## src/rtl/ram_pkg.sv

```systemverilog
// Shared types and sizing helpers for the dual-port clearable RAM.
package ram_pkg;

  typedef enum logic {
    CLEAR = 1'b0,
    IDLE  = 1'b1
  } state_t;

  localparam int DEF_DATA_W = 8;
  localparam int DEF_ADDR_W = 5;

  // Bits needed to count 0..depth-1, never less than one.
  function automatic int cnt_width(input int depth);
    int w;
    w = 1;
    for (int i = 1; i < 31; i++) begin
      if ((1 << i) < depth) w = i + 1;
    end
    return w;
  endfunction

endpackage

```

## src/rtl/ram_clr_seq.sv

```systemverilog
// Clear sequencer: walks cnt over 0..DEPTH-1 after reset or a clr request,
// driving one clear write per cycle while busy is high.
module ram_clr_seq
  import ram_pkg::*;
#(
  parameter int DEPTH = 32,
  parameter int CNT_W = cnt_width(DEPTH)
) (
  input  logic             clk,
  input  logic             rst,
  input  logic             clr,
  output logic             busy,
  output logic             clr_we,
  output logic [CNT_W-1:0] clr_addr
);

  localparam logic [CNT_W-1:0] LAST = CNT_W'(DEPTH - 1);

  state_t           state;
  logic [CNT_W-1:0] cnt;

  always_ff @(posedge clk) begin
    if (rst) begin
      state <= CLEAR;
      cnt   <= '0;
      busy  <= 1'b1;
    end else begin
      case (state)
        // Terminal compare against DEPTH-1 keeps odd depths off unused words.
        CLEAR: begin
          if (cnt == LAST) begin
            state <= IDLE;
            cnt   <= '0;
            busy  <= 1'b0;
          end else begin
            cnt <= cnt + 1'b1;
          end
        end
        IDLE: begin
          if (clr) begin
            state <= CLEAR;
            cnt   <= '0;
            busy  <= 1'b1;
          end
        end
        default: begin
          state <= CLEAR;
          cnt   <= '0;
          busy  <= 1'b1;
        end
      endcase
    end
  end

  // The reset cycle itself must leave the array untouched.
  assign clr_we   = (state == CLEAR) && !rst;
  assign clr_addr = cnt;

endmodule

```

## src/rtl/ram_dp_clr.sv

```systemverilog
// Simple dual-port synchronous RAM with sequential clear sweep and registered read.
// Define RAM_BYPASS_EN for write-first same-address behaviour (default read-first).
module ram_dp_clr
  import ram_pkg::*;
#(
  parameter int                DATA_W  = DEF_DATA_W,
  parameter int                ADDR_W  = DEF_ADDR_W,
  parameter int                DEPTH   = 32,
  parameter logic [DATA_W-1:0] CLR_VAL = '0
) (
  input  logic              clk,
  input  logic              rst,
  input  logic              clr,
  input  logic              wr_en,
  input  logic [ADDR_W-1:0] waddr,
  input  logic [DATA_W-1:0] din,
  input  logic              rd_en,
  input  logic [ADDR_W-1:0] raddr,
  output logic [DATA_W-1:0] dout,
  output logic              dout_valid,
  output logic              busy
);

  localparam int            CNT_W   = cnt_width(DEPTH);
  localparam logic [ADDR_W:0] DEPTH_X = (ADDR_W + 1)'(DEPTH);

  logic [DATA_W-1:0] mem [DEPTH];

  logic              seq_we;
  logic [CNT_W-1:0]  seq_addr;
  logic              user_ok;
  logic              wr_hit;
  logic              rd_hit;
  logic              rd_acc;
  logic              mem_we;
  logic [ADDR_W-1:0] mem_waddr;
  logic [DATA_W-1:0] mem_wdata;

  ram_clr_seq #(
    .DEPTH (DEPTH),
    .CNT_W (CNT_W)
  ) u_seq (
    .clk      (clk),
    .rst      (rst),
    .clr      (clr),
    .busy     (busy),
    .clr_we   (seq_we),
    .clr_addr (seq_addr)
  );

  // User accesses only in IDLE, and a clr request drops any access beside it.
  assign user_ok = !rst && !busy && !clr;
  assign wr_hit  = {1'b0, waddr} < DEPTH_X;
  assign rd_hit  = {1'b0, raddr} < DEPTH_X;
  assign rd_acc  = user_ok && rd_en;

  always_comb begin
    mem_we    = 1'b0;
    mem_waddr = waddr;
    mem_wdata = din;
    if (seq_we) begin
      mem_we    = 1'b1;
      mem_waddr = ADDR_W'(seq_addr);
      mem_wdata = CLR_VAL;
    end else if (user_ok && wr_en && wr_hit) begin
      mem_we = 1'b1;
    end
  end

  always_ff @(posedge clk) begin
    if (mem_we) mem[mem_waddr] <= mem_wdata;
  end

  always_ff @(posedge clk) begin
    if (rst) begin
      dout       <= '0;
      dout_valid <= 1'b0;
    end else begin
      dout_valid <= rd_acc;
      if (rd_acc) begin
        if (!rd_hit) begin
          dout <= '0;
`ifdef RAM_BYPASS_EN
        end else if (wr_en && wr_hit && (waddr == raddr)) begin
          dout <= din;
`endif
        end else begin
          dout <= mem[raddr];
        end
      end
    end
  end

endmodule

```

## config.mk

```make
export PLATFORM = sky130hd
export DESIGN_NAME = ram_dp_clr
export DESIGN_NICKNAME = d
export VERILOG_FILES = /design/src/rtl/ram_pkg.sv /design/src/rtl/ram_clr_seq.sv /design/src/rtl/ram_dp_clr.sv
export SDC_FILE = /design/constraint.sdc
export NUM_CORES = 1
export LEC_CHECK = 0
export ABC_AREA = 1
export CAP_MARGIN = 20
export CORE_MARGIN = 1
export CORE_UTILIZATION = 30
export DETAILED_ROUTE_END_ITERATION = 16
export DONT_BUFFER_PORTS = 1
export HOLD_SLACK_MARGIN = 0.12
export SYNTH_ARGS = -nofsm -noshare
export SYNTH_HDL_FRONTEND = slang
export SYNTH_SLANG_ARGS = --single-unit
```

## constraint.sdc

```tcl
create_clock -name clk -period 2 [get_ports clk]
set_clock_uncertainty 0.15 [all_clocks]
set_input_delay 0.2 -clock clk [delete_from_list [all_inputs] [get_ports clk]]
set_output_delay 0.2 -clock clk [all_outputs]
set_load 0.02 [all_outputs]
```

# Yosys cells after proc, flatten, opt, wreduce, memory -nomap -nowiden
# Memory sizes are Yosys's and may differ from the RTL's. A register that Yosys moved wholly into a read port is not among the register bits.
# Index checks and enable logic that the tools add are counted.
[totals] reg_bits=8 mem_bits_rw=256 in_bits=23 out_inout_bits=10 word_cells=34 n_memories=1
[classes] n_addsub=1 eq_ne=3 mux=15 bitwise=1 reduce_logical=9
[mem_list] memory="mem" words=32 width=8 rd=1 rd_clocked_by_memory_dff=1 write_ports=1 line_no="ram_dp_clr.sv:27" source="logic [DATA_W-1:0] mem [DEPTH];"
[op_table] cell="$mux 5" n=3
[op_table] cell="$pmux 5 s2" n=1
[op_table] cell="$mux 1" n=8
[op_table] cell="$mux 8" n=1
[op_table] cell="$add 5x1->5 const B" n=1
[op_table] cell="$eq 5x5->1 const B" n=1
[op_table] cell="$logic_and 1x1->1" n=5
[op_table] cell="$pmux 1 s2" n=2
[op_table] cell="$logic_not 1->1" n=3
[op_table] cell="$ne 2x1->1 const B" n=1
[op_table] cell="$ne 2x2->1 const B" n=1
[op_table] cell="$reduce_and 2->1" n=1
[op_table] cell="$not 1->1" n=1

# Depth between registers and ports, before layout
# Gate-level depths: netlist of the first run.
[logic_depth] word_depth=8 ltp_mapped=11 mapped_depth_nobuf=9

# Cells and area by module
# From an unflattened synthesis of the first run, not the netlist that was laid out.
[hier_totals] cells_unflattened=1005 hier_area_um2=11225.8
[modules_own_cells] mod="ram_dp_clr" n_inst=1 cells_per_inst=963 area_per_inst_um2=10895.4 seq_area_each_um2=7867.5
[modules_own_cells] mod="ram_clr_seq" n_inst=1 cells_per_inst=42 area_per_inst_um2=330.3 seq_area_each_um2=140.1

# Least setup slack after synthesis of the first run
# OpenSTA, ideal clock, no wires.
[synth_path] path_type="reg-to-reg" startpoint="register u_seq.state" endpoint="memory mem[0][0] (netlist name) (data pin)" setup_ps=351 arrival_time_ps=1546 t_required_ps=1499 setup_slack_ps=-47 stages_incl_launch_ff=5 n_path_buf=2 period_less_slack_ps=2047 cell_sequence="dfxtp_1 -> nor2_2 -> buf_4 -> clkbuf_1 -> nor2_1"
[synth_via] elab_chain_cells=3
[synth_lines] element="start, declared" line_no="ram_clr_seq.sv:19" source="state_t state;"
[synth_lines] element="start signal, assigned" line_no="ram_clr_seq.sv:24" source="state <= CLEAR;"
[synth_lines] element="start signal, assigned" line_no="ram_clr_seq.sv:32" source="state <= IDLE;"
[synth_lines] element="start signal, assigned" line_no="ram_clr_seq.sv:41" source="state <= CLEAR;"
[synth_lines] element="$not 1->1" line_no="ram_clr_seq.sv:56" source="assign clr_we = (state == CLEAR) && !rst;"
[synth_lines] element="$logic_and 1x1->1" line_no="ram_clr_seq.sv:56"
[synth_lines] element="$mux 8" line_no="ram_dp_clr.sv:61" source="if (seq_we) begin"
[synth_lines] element="via mem_wdata[0]" line_no="ram_dp_clr.sv:37" source="logic [DATA_W-1:0] mem_wdata;"
[synth_lines] element="end, declared" line_no="ram_dp_clr.sv:27"
# The timed path passes the listed nets, and every way through them passes these cells.

# Worst setup path after layout of the first run
[layout_path] startpoint="register u_seq.busy" endpoint="memory mem[12][0] (netlist name) (enable)"
[layout_via] elab_chain_cells=8
[layout_lines] element="start, declared" line_no="ram_clr_seq.sv:12" source="output logic busy,"
[layout_lines] element="start signal, assigned" line_no="ram_clr_seq.sv:26" source="busy <= 1'b1;"
[layout_lines] element="start signal, assigned" line_no="ram_clr_seq.sv:34" source="busy <= 1'b0;"
[layout_lines] element="start signal, assigned" line_no="ram_clr_seq.sv:43" source="busy <= 1'b1;"
[layout_lines] element="$logic_not 1->1" line_no="ram_dp_clr.sv:52" source="assign user_ok = !rst && !busy && !clr;"
[layout_lines] element="$logic_and 1x1->1 (2 in a row)" line_no="ram_dp_clr.sv:52"
[layout_lines] element="$logic_and 1x1->1" line_no="ram_dp_clr.sv:65" source="end else if (user_ok && wr_en && wr_hit) begin"
[layout_lines] element="$mux 1" line_no="ram_dp_clr.sv:65"
[layout_lines] element="$mux 1" line_no="ram_dp_clr.sv:61"
[layout_lines] element="$mux 1" line_no="ram_dp_clr.sv:71" source="if (mem_we) mem[mem_waddr] <= mem_wdata;"
[layout_lines] element="$mux 1 (not written as such)" line_no="ram_dp_clr.sv:71"
# Every way passes these cells.

==> impl_metrics.tcl, run 1 <==
set metrics [dict create \
    status "finished clean" \
    clk_path_buf_depth 3 \
    clock-sinks 272 \
    cts_tree "yes" \
    clock.fmax_mhz 502 \
    ys_ff_latch 272 \
    synth_fp_nets 1028 \
    root_buffer "clkbuf_16" \
    drtIter0Drc 668 \
    synth-compound-area-share_pct 1.46 \
    drive_above_1_share_pct 17.0 \
    swShare_pct 22.4 \
    wl_per_cell_um 18.8 \
    io_buffers 0 \
    wirelength_um 29400 \
    rsz0062_at_grt "true" \
    critPathRequiredTime_ns 2.10 \
    grt_usage_pct 15.3 \
    synth_top_cell_by_area "edfxtp_1" \
    crit_fanout 8 \
    whs_ns 0.136 \
    grt_pass1_vias 7550 \
    syn_inst 1003 \
    synth_fa_ha_area_share_pct 0.222 \
    tightest_slew_ns 0.726 \
    synth-simple-area-share_pct 23.2 \
    die-area_sq_mm 0.0384 \
    dpl-instance-area_sq_mm 0.0121 \
    ios 33 \
    area_growth_pct 21.7 \
    yosys.area_share.xor_xnor_pct 0.0776 \
    hold_path_class "in -> reg" \
    seqPwrFrac_pct 51.9 \
    ant_nets 0 \
    dpl.cell_count 1481 \
    die_w_um 196 \
    antenna_found_initial 0 \
    synth_top_family_by_area "simple AND/OR/NAND/NOR gates" \
    path_clk_slew_ns 0.06 \
    p_sw_mw 2.72 \
    p_per_area_mw_per_mm2 884 \
    diodes 0 \
    syn_area_sq_mm 0.0113 \
    synthTopCellsByArea "edfxtp_1 (68%), nand2_1 (12%), nand3_1 (9.4%)" \
    htree_levels 1 \
    grt_pass1_wl_um 44700 \
    crit_type "reg -> reg" \
    drc 0 \
    p_int_mw 9.43 \
    muxShareOfSynthArea_pct 0 \
    hpwl_um 16600 \
    critPathArrivalTime_ns 2.09 \
    vias_per_cell 4.99 \
    power_mw 12.1 \
    fin_nets 1105 \
    vias 7807 \
    p_clk_share_pct 40.5 \
    combPwrFrac_pct 7.6 \
    leakage_nw 5.02 \
    row_count 70 \
    cap_violations 0 \
    grt_max_degree 130 \
    yosys.area.top_type_share_pct 68.1 \
    setup_viol 0 \
    period_share_pct 99.5 \
    ys_types 26 \
    fp.dieH_um 196 \
    fin_cells 1566 \
    ys_seq_area_share_pct 71.0 \
    grt_remaining_overflow 0 \
    end_kind "flop" \
    insertion_delay_ns 0.53 \
    vdd_drop_max_uv 571 \
    finalCriticalPeriod_ns 1.99 \
    syn_area_per_cell_sq_um 11.2 \
    cp-start-kind "flop" \
    dr.pass1.iters 9 \
    slew_viol_final 0 \
    hold_viol 0 \
    ys_warn_count 0 \
    fin_area_sq_mm 0.0137 \
    slew_headroom_pct 51.4 \
    start_util_pct 30.7 \
    gp_congestion 0.824 \
    coreArea_sq_mm 0.0368 \
    cts_buffers 27 \
]
[routing by layer]
| metal | vias to the layer above | wire length, um | part of all wire (%) | GRT usage [%] |
|---|---|---|---|---|
| met5 | - | 0 | 0 | 0 |
| met1 | 3853 | 12900 | 44 | 21.0 |
| met4 | 0 | 567 | 1.9 | 3.85 |
| met2 | 281 | 14000 | 48 | 25.3 |
| li1 | 3626 | - | - | - |
| met3 | 47 | 1960 | 6.7 | 2.37 |
[kinds of logic after synthesis]
group / count (synthesis)
compound gates: 28
xor+xnor: 1
fa+ha+maj: 2
buf+inv: 83
flops: 272
simple gates: 617
[area by class of cell]
| cell class | count | area (sq um) |
|---|---|---|
| fillers | 3528 | 23100 |
| flip-flops and latches | 272 | 8010 |
| multi-input cells | 648 | 3140 |
| repair buffers | 104 | 1050 |
| clock buffers | 30 | 687 |
| well taps | 468 | 586 |
| clock inverters | 17 | 154 |
| inverters | 27 | 106 |
[sequential cells by signal (all words and copies together), names as in the netlist]
register	flops
u_seq.busy	1
dout_valid	1
u_seq.clr_addr	5
dout	8
u_seq.state	1
mem	256
[worst max-delay path, cell delays in order (launching register included)]
cell and delay [ns]:
dfxtp_1 0.31, or2_4 0.25, nor2_1 0.09, nand2_1 0.07, nand2_2 0.16, nand3_1 0.12, buf_6 0.16, buf_4 0.15
nor2_2 0.11, buf_6 0.15
[stage by stage]
stage	setup slack (ns)	TNS, ns	util, %
4_1_cts	-0.155	-12.36	36.2
5_1_grt	-0.0639	-3.94	37.3
2_1_floorplan	-0.0470	-18.36	-
6_report	0.00936	0	37.3
3_5_place_dp	-0.317	-26.58	32.8
3_3_place_gp	-0.243	-19.30	32.8
[synth_stat cells, drive strengths merged]
master and instances:
a21oi 10, a32o 2, buf 44, clkbuf 12
dfxtp 16, edfxtp 256, ha 2, inv 27
nand2 348, nand3 213, nor2 51, nor3 1
nor3b 1, o21ai 16, or2 3, xor2 1
[cell usage in the layout, fill, tap and decap left out, types with 2 or more instances in the layout]
cell / count
a21oi_1: 8
buf_12: 7
a21oi_2: 2
buf_8: 2
dfxtp_1: 15
nand2_1: 338
nand2_2: 4
dlygate4sd3_1: 24
inv_1: 19
a32o_1: 2
nor2_2: 19
nand2_4: 5
clkinv_1: 7
bufinv_16: 3
ha_1: 2
buf_6: 26
clkinv_2: 7
clkinvlp_4: 2
dlymetal6s4s_1: 2
nand3_4: 3
nand3_1: 210
buf_4: 43
o21ai_0: 10
edfxtp_1: 256
nor2_1: 10
clkbuf_16: 27
clkbuf_1: 3
inv_2: 6
or2_0: 2
o21ai_2: 4
nor2_4: 22
[power by group through the flow]
stage / Sequential, mW / Clock [mW] / Combinational, mW
CTS: 6.30 / 4.98 / 0.835
global placement: 6.42 / 0 / 0.726
floorplan: 6.42 / 0 / 0.505
global route: 6.30 / 5.19 / 1.01
detailed placement: 6.42 / 0 / 0.732
finish: 6.30 / 4.92 / 0.921
[path summary, 6_finish.rpt]
check | slack (ns) | startpoint | end | cells after the start
setup reg to reg | 0.009 | u_seq.busy | mem[12][0] | 9
hold reg to reg | 0.44 | u_seq.clr_addr[0] | u_seq.clr_addr[0] | 2
setup / recovery | 0.009 | u_seq.busy | mem[12][0] | 9
hold / removal | 0.14 | waddr[4] | mem[10][4] | 5
[what timing repair did]
| action | CTS | global route |
|---|---|---|
| hold endpoints to repair | 262 | 12 |
| setup endpoints to repair | 249 | 264 |
| resized for setup | 30 | 92 |
| pin swaps | 2 | 21 |
| hold buffers | 26 | 2 |
| setup buffers | 4 | 7 |
(Power assumes the default switching activity.)
==> inputs of run 2 (changes only) <==
--- a/config.mk
+++ b/config.mk
@@ -12,6 +12,7 @@
 export DETAILED_ROUTE_END_ITERATION = 16
 export DONT_BUFFER_PORTS = 1
 export HOLD_SLACK_MARGIN = 0.12
+export PLACE_DENSITY = 0.48
 export SYNTH_ARGS = -nofsm -noshare
 export SYNTH_HDL_FRONTEND = slang
 export SYNTH_SLANG_ARGS = --single-unit
==> run 2 against run 1 <==
The run now ends with negative hold slack left; via count is 3.4% lower; power grew 4.0%; non-clock buffer count shrank 17; hold slack worse by 0.57 ns; sequential power about the same; register-to-register slack hardly changed; flip-flop and latch count unchanged; utilization grew 0.20 points; first-iteration DRC count down 27%; die area unchanged; critical path type unchanged; largest power group unchanged.
==> impl_metrics.tcl, run 2 (synthesis results as in run 1) <==
set metrics [dict create \
    status "finished with violations" \
    violations "negative hold slack" \
    gp_congestion 0.803 \
    setup_viol 0 \
    leakage_nw 5.02 \
    p_clk_share_pct 42.7 \
    grt_pass1_wl_um 46600 \
    crit_type "reg -> reg" \
    finalCriticalPeriod_ns 1.99 \
    seqPwrFrac_pct 49.9 \
    reg2regPathDepth 12 \
    wl_met2_um 15000 \
    min_path_cells 1 \
    fin_nets 1091 \
    vias 7542 \
    grt_max_degree 130 \
    reg2reg_from "u_seq.state" \
    clock-sinks 272 \
    drc 0 \
    multi_input_area_sq_mm 0.00316 \
    grt_usage_pct 16.3 \
    n_fill_cell 3607 \
    crit_chain "nor2_4, inv_2, buf_6, or2_0, o21ai_2, buf_4, inv_4, nand3_4, buf_8, buf_6, nor2_4, buf_12" \
    cp-start-kind "flop" \
    slowest_delay_ns 0.35 \
    start_util_pct 30.7 \
    hold_path_end "u_seq.clr_addr[3]" \
    slew_headroom_pct 53.7 \
    fin_area_sq_mm 0.0138 \
    grt_pass1_vias 7694 \
    seqCellArea_sq_mm 0.00801 \
    cts_tree "yes" \
    drive_above_1_share_pct 16.6 \
    period_share_pct 99.3 \
    combPwrFrac_pct 7.4 \
    hp-start "rst" \
    path_clk_slew_ns 0.06 \
    largest_register "mem" \
    end_kind "flop" \
    insertion_delay_ns 0.56 \
    wl_met3_um 1500 \
    swShare_pct 22.2 \
    die-area_sq_mm 0.0384 \
    wl_per_cell_um 19.9 \
    tightest_slew_ns 0.693 \
    grt_remaining_overflow 0 \
    met1_length_um 13600 \
    slew_viol_final 0 \
    hold_viol 10 \
    ant_nets 0 \
    largest_reg_flops 256 \
    p_int_mw 9.82 \
    drtIter0Drc 486 \
    fp.dieH_um 196 \
    hpwl_um 17900 \
    clk_path_buf_depth 3 \
    critPathArrivalTime_ns 2.10 \
    die_w_um 196 \
    rsz0062_at_grt "true" \
    vias_per_cell 4.84 \
    critPathRequiredTime_ns 2.12 \
    ios 33 \
    slowest_stage "dfxtp_2" \
    crit_fanout 8 \
    cap_violations 0 \
    antenna_found_initial 2 \
    io_buffers 0 \
    row_count 70 \
    wirelength_um 30900 \
    final_cell_mix "nand2_1 (338), edfxtp_1 (256), nand3_1 (208)" \
    dpl-instance-area_sq_mm 0.0121 \
    p_sw_mw 2.81 \
    vdd_drop_max_uv 587 \
    root_buffer "clkbuf_16" \
    whs_ns -0.438 \
    rr_endpoint "mem[14][0]" \
    cts_buffers 30 \
    coreArea_sq_mm 0.0368 \
    rrSetupSlack_ns 0.01 \
    htree_levels 1 \
    p_per_area_mw_per_mm2 915 \
    area_growth_pct 22.4 \
    hold_path_class "in -> reg" \
    final_common_cell "nand2_1" \
    dr.pass1.iters 5 \
    clock.fmax_mhz 503 \
    top_layer "met4" \
]
==> run 2: changes by cell type in the layout (fill, tap and decap cells not counted), moves of 6 or more <==
cell	before	now
buf_12	7	15
buf_4	43	31
buf_6	26	17
clkbuf_1	3	11
nor2_2	19	13
nor2_4	22	28
==> run 2: cell type report <==
type                       count  area share [%]
tap                          468            4.24
timing repair buffer          87            7.13
multi-input combinational    648            22.9
clock buffer                  42            5.92
clock inverter                14            1.05
sequential                   272            58.0
inverter                      27           0.761
antenna                        1          0.0181
==> run 2: critical path: cells and delay by family, from the launching register on <==
kind,cells,cell delay (ns)
compound gates,1,0.08
buf+inv,7,0.76
flops,1,0.35
simple gates,4,0.35
==> run 2: stage by stage <==
step / std cells / setup TNS (ns) / setup WS, ns / util, % / power, mW
2_1_floorplan: 1003 / -18.36 / -0.0470 / - / 6.92
3_3_place_gp: 1473 / -49.03 / -0.353 / 32.9 / 7.20
3_5_place_dp: 1473 / -51.67 / -0.383 / 32.9 / 7.20
4_1_cts: 1554 / -4.35 / -0.111 / 36.9 / 12.7
5_1_grt: 1559 / -3.28 / -0.0466 / 37.5 / 13.1
6_report: 1559 / 0 / 0.0138 / 37.5 / 12.6
==> run 2: timing repair <==
action                                  CTS  global route
endpoints found under the setup margin  253           256
gates cloned                              0             0
hold buffers                             20             2
setup buffers                             7             3
pin swaps                                11            19
gates resized for setup                  75            43
hold endpoints to repair                346            44
==> run 2: worst max path at each step <==
stage	start	endpoint	slack, ns	cells after the start
detailed placement	u_seq.state	mem[24][4]	-0.38	8
global placement	u_seq.state	mem[3][1]	-0.35	8
global route	u_seq.state	mem[14][7]	-0.05	12
floorplan	u_seq.state	mem[0][0]	-0.05	4
finish	u_seq.state	mem[14][0]	0.01	12
CTS	u_seq.state	mem[24][6]	-0.11	8
==> run 2: routing by layer <==
| metal | global-route usage (%) | vias to the layer above |
|---|---|---|
| met2 | 27.0 | 197 |
| met3 | 2.27 | 58 |
| met5 | 0 | - |
| li1 | - | 3603 |
| met4 | 5.73 | 0 |
| met1 | 21.8 | 3684 |
==> run 2: power by group through the flow <==
stage | Sequential, mW | Combinational (mW) | Clock, mW
6_report | 6.30 | 0.938 | 5.39
5_1_grt | 6.30 | 1.02 | 5.75
4_1_cts | 6.30 | 0.904 | 5.52
3_5_place_dp | 6.42 | 0.785 | 0
3_3_place_gp | 6.42 | 0.784 | 0
2_1_floorplan | 6.42 | 0.505 | 0
==> inputs of run 3 (changes only) <==
--- a/config.mk
+++ b/config.mk
@@ -8,11 +8,11 @@
 export ABC_AREA = 1
 export CAP_MARGIN = 20
 export CORE_MARGIN = 1
-export CORE_UTILIZATION = 30
+export CORE_UTILIZATION = 50
 export DETAILED_ROUTE_END_ITERATION = 16
 export DONT_BUFFER_PORTS = 1
 export HOLD_SLACK_MARGIN = 0.12
-export PLACE_DENSITY = 0.48
+export PLACE_DENSITY = 0.71
 export SYNTH_ARGS = -nofsm -noshare
 export SYNTH_HDL_FRONTEND = slang
 export SYNTH_SLANG_ARGS = --single-unit
==> run 3 against run 2 <==
The run ends with design-rule violations left; routed wire length shrank 8.6%; count of clock-buffer cells in the layout shrank 1; final area shrank 3.0%; non-clock buffer count grew 14; cell count shrank 11%; worst setup slack lost 0.011 ns; die area shrank 40%; hold slack gained 0.56 ns; maximum frequency shrank 0.56%; power shrank 2.2%; via count grew 3.5%; critical endpoint is now mem[12][6].
==> impl_metrics.tcl, run 3 (synthesis results as in run 1) <==
set metrics [dict create \
    status "finished with violations" \
    violations "design-rule violations" \
    hp-start "raddr[2]" \
    reg2regPathDepth 10 \
    finalCriticalPeriod_ns 2.00 \
    whs_ns 0.127 \
    drtIter0Drc 811 \
    slowest_stage "dfxtp_2" \
    setup_viol 0 \
    ios 33 \
    grt_remaining_overflow 0 \
    clock.fmax_mhz 501 \
    crit_fanout 8 \
    drc 1 \
    slowest_delay_ns 0.34 \
    dpl.cell_count 1292 \
    grt_max_degree 127 \
    slew_viol_final 0 \
    critPathArrivalTime_ns 2.09 \
    drive_above_1_share_pct 16.2 \
    gp_congestion 0.864 \
    area_growth_pct 18.7 \
    diodes 0 \
    wirelength_um 28300 \
    grt_usage_pct 24.3 \
    cap_violations 0 \
    htree_levels 1 \
    critPathRequiredTime_ns 2.10 \
    wl_per_cell_um 20.5 \
    power_mw 12.3 \
    cp-start-kind "flop" \
    rrSetupSlack_ns 0.003 \
    hold_path_class "in -> reg" \
    end_kind "flop" \
    io_buffers 0 \
    row_count 54 \
    largest_reg_flops 256 \
    n_fill_cell 1627 \
    period_share_pct 99.9 \
    insertion_delay_ns 0.54 \
    final_common_cell "nand2_1" \
    dr.pass1.iters 11 \
    p_per_area_mw_per_mm2 922 \
    grt_pass1_vias 7506 \
    vias_per_cell 5.66 \
    crit_type "reg -> reg" \
    grt_pass1_wl_um 42700 \
    slew_headroom_pct 25.5 \
    multi_input_area_sq_mm 0.00310 \
    die_w_um 152 \
    coreArea_sq_mm 0.0220 \
    cts_buffers 28 \
    reg2reg_from "u_seq.state" \
    vias 7809 \
    die-area_sq_mm 0.0232 \
    hpwl_um 15900 \
    leakage_nw 5.00 \
    ant_nets 0 \
    clk_path_buf_depth 3 \
    clock-sinks 272 \
    rsz0062_at_grt "true" \
    tightest_slew_ns 1.11 \
    fin_nets 1103 \
    fin_cells 1380 \
    fp.dieH_um 152 \
    rr_endpoint "mem[12][6]" \
    path_clk_slew_ns 0.06 \
    hold_viol 0 \
    min_path_cells 6 \
    crit_chain "nor2_4, inv_2, or2_1, o21ai_2, inv_2, nor2_4, buf_6, nand2_8, nor2_2, buf_6" \
    hold_path_end "dout[7]" \
    tns_ns 0 \
    seqCellArea_sq_mm 0.00801 \
    largest_register "mem" \
    antenna_found_initial 0 \
    vdd_drop_max_uv 669 \
    cts_tree "yes" \
    root_buffer "clkbuf_16" \
    fin_util_pct 61.0 \
    start_util_pct 51.4 \
    final_cell_mix "nand2_1 (337), edfxtp_1 (256), nand3_1 (208)" \
]
run 3: layout make-up:
class                   count  area share, %
well taps                 280           2.62
flip-flops and latches    272           59.8
clock buffers              41           5.83
multi-input cells         648           23.1
inverters                  27          0.766
repair buffers            101           6.84
clock inverters            11           1.02
run 3: metrics by stage:
| stage | setup slack [ns] | cell area (sq um) |
|---|---|---|
| global placement | -0.179 | 11800 |
| floorplan | -0.0470 | 11300 |
| global route | -0.0432 | 13400 |
| CTS | -0.162 | 13100 |
| finish | 0.00260 | 13400 |
| detailed placement | -0.232 | 11800 |
run 3: how the worst max path moves through the flow:
| stage | startpoint | endpoint | slack (ns) | cells after the start |
|---|---|---|---|---|
| 2_1_floorplan | u_seq.state | mem[0][0] | -0.05 | 4 |
| 3_3_place_gp | u_seq.state | mem[10][5] | -0.18 | 8 |
| 3_5_place_dp | u_seq.state | mem[10][4] | -0.23 | 8 |
| 4_1_cts | u_seq.state | mem[1][1] | -0.16 | 8 |
| 5_1_grt | u_seq.state | mem[26][5] | -0.04 | 10 |
| 6_report | u_seq.state | mem[12][6] | 0.003 | 10 |
run 3: critical path, delay by kind of cell, from the launching register on:
family	cells	cell delay (ns)
DFF	1	0.34
and+or+nand+nor	5	0.69
AOI/OAI and AO/OA	1	0.08
buffers and inverters	4	0.46
run 3: layer usage:
| layer | vias up | GRT usage [%] | wire length [um] |
|---|---|---|---|
| met3 | 67 | 3.53 | 2340 |
| li1 | 3618 | - | - |
| met5 | - | 0 | 0 |
| met1 | 3760 | 32.7 | 11300 |
| met4 | 0 | 9.43 | 881 |
| met2 | 364 | 40.0 | 13700 |
run 3: report_power, final:
part	total (mW)	switching, mW	internal (mW)
logic	0.888	0.601	0.287
clock network	5.16	2.07	3.09
registers	6.30	0.0165	6.29
run 3: what timing repair did:
action / in CTS / in global routing
endpoints found under the hold margin: 302 / 21
pin swaps: 2 / 9
hold buffers: 27 / 3
gates cloned: 0 / 1
endpoints found under the setup margin: 207 / 260
gates resized for setup: 20 / 70
buffers inserted: 0 / 6
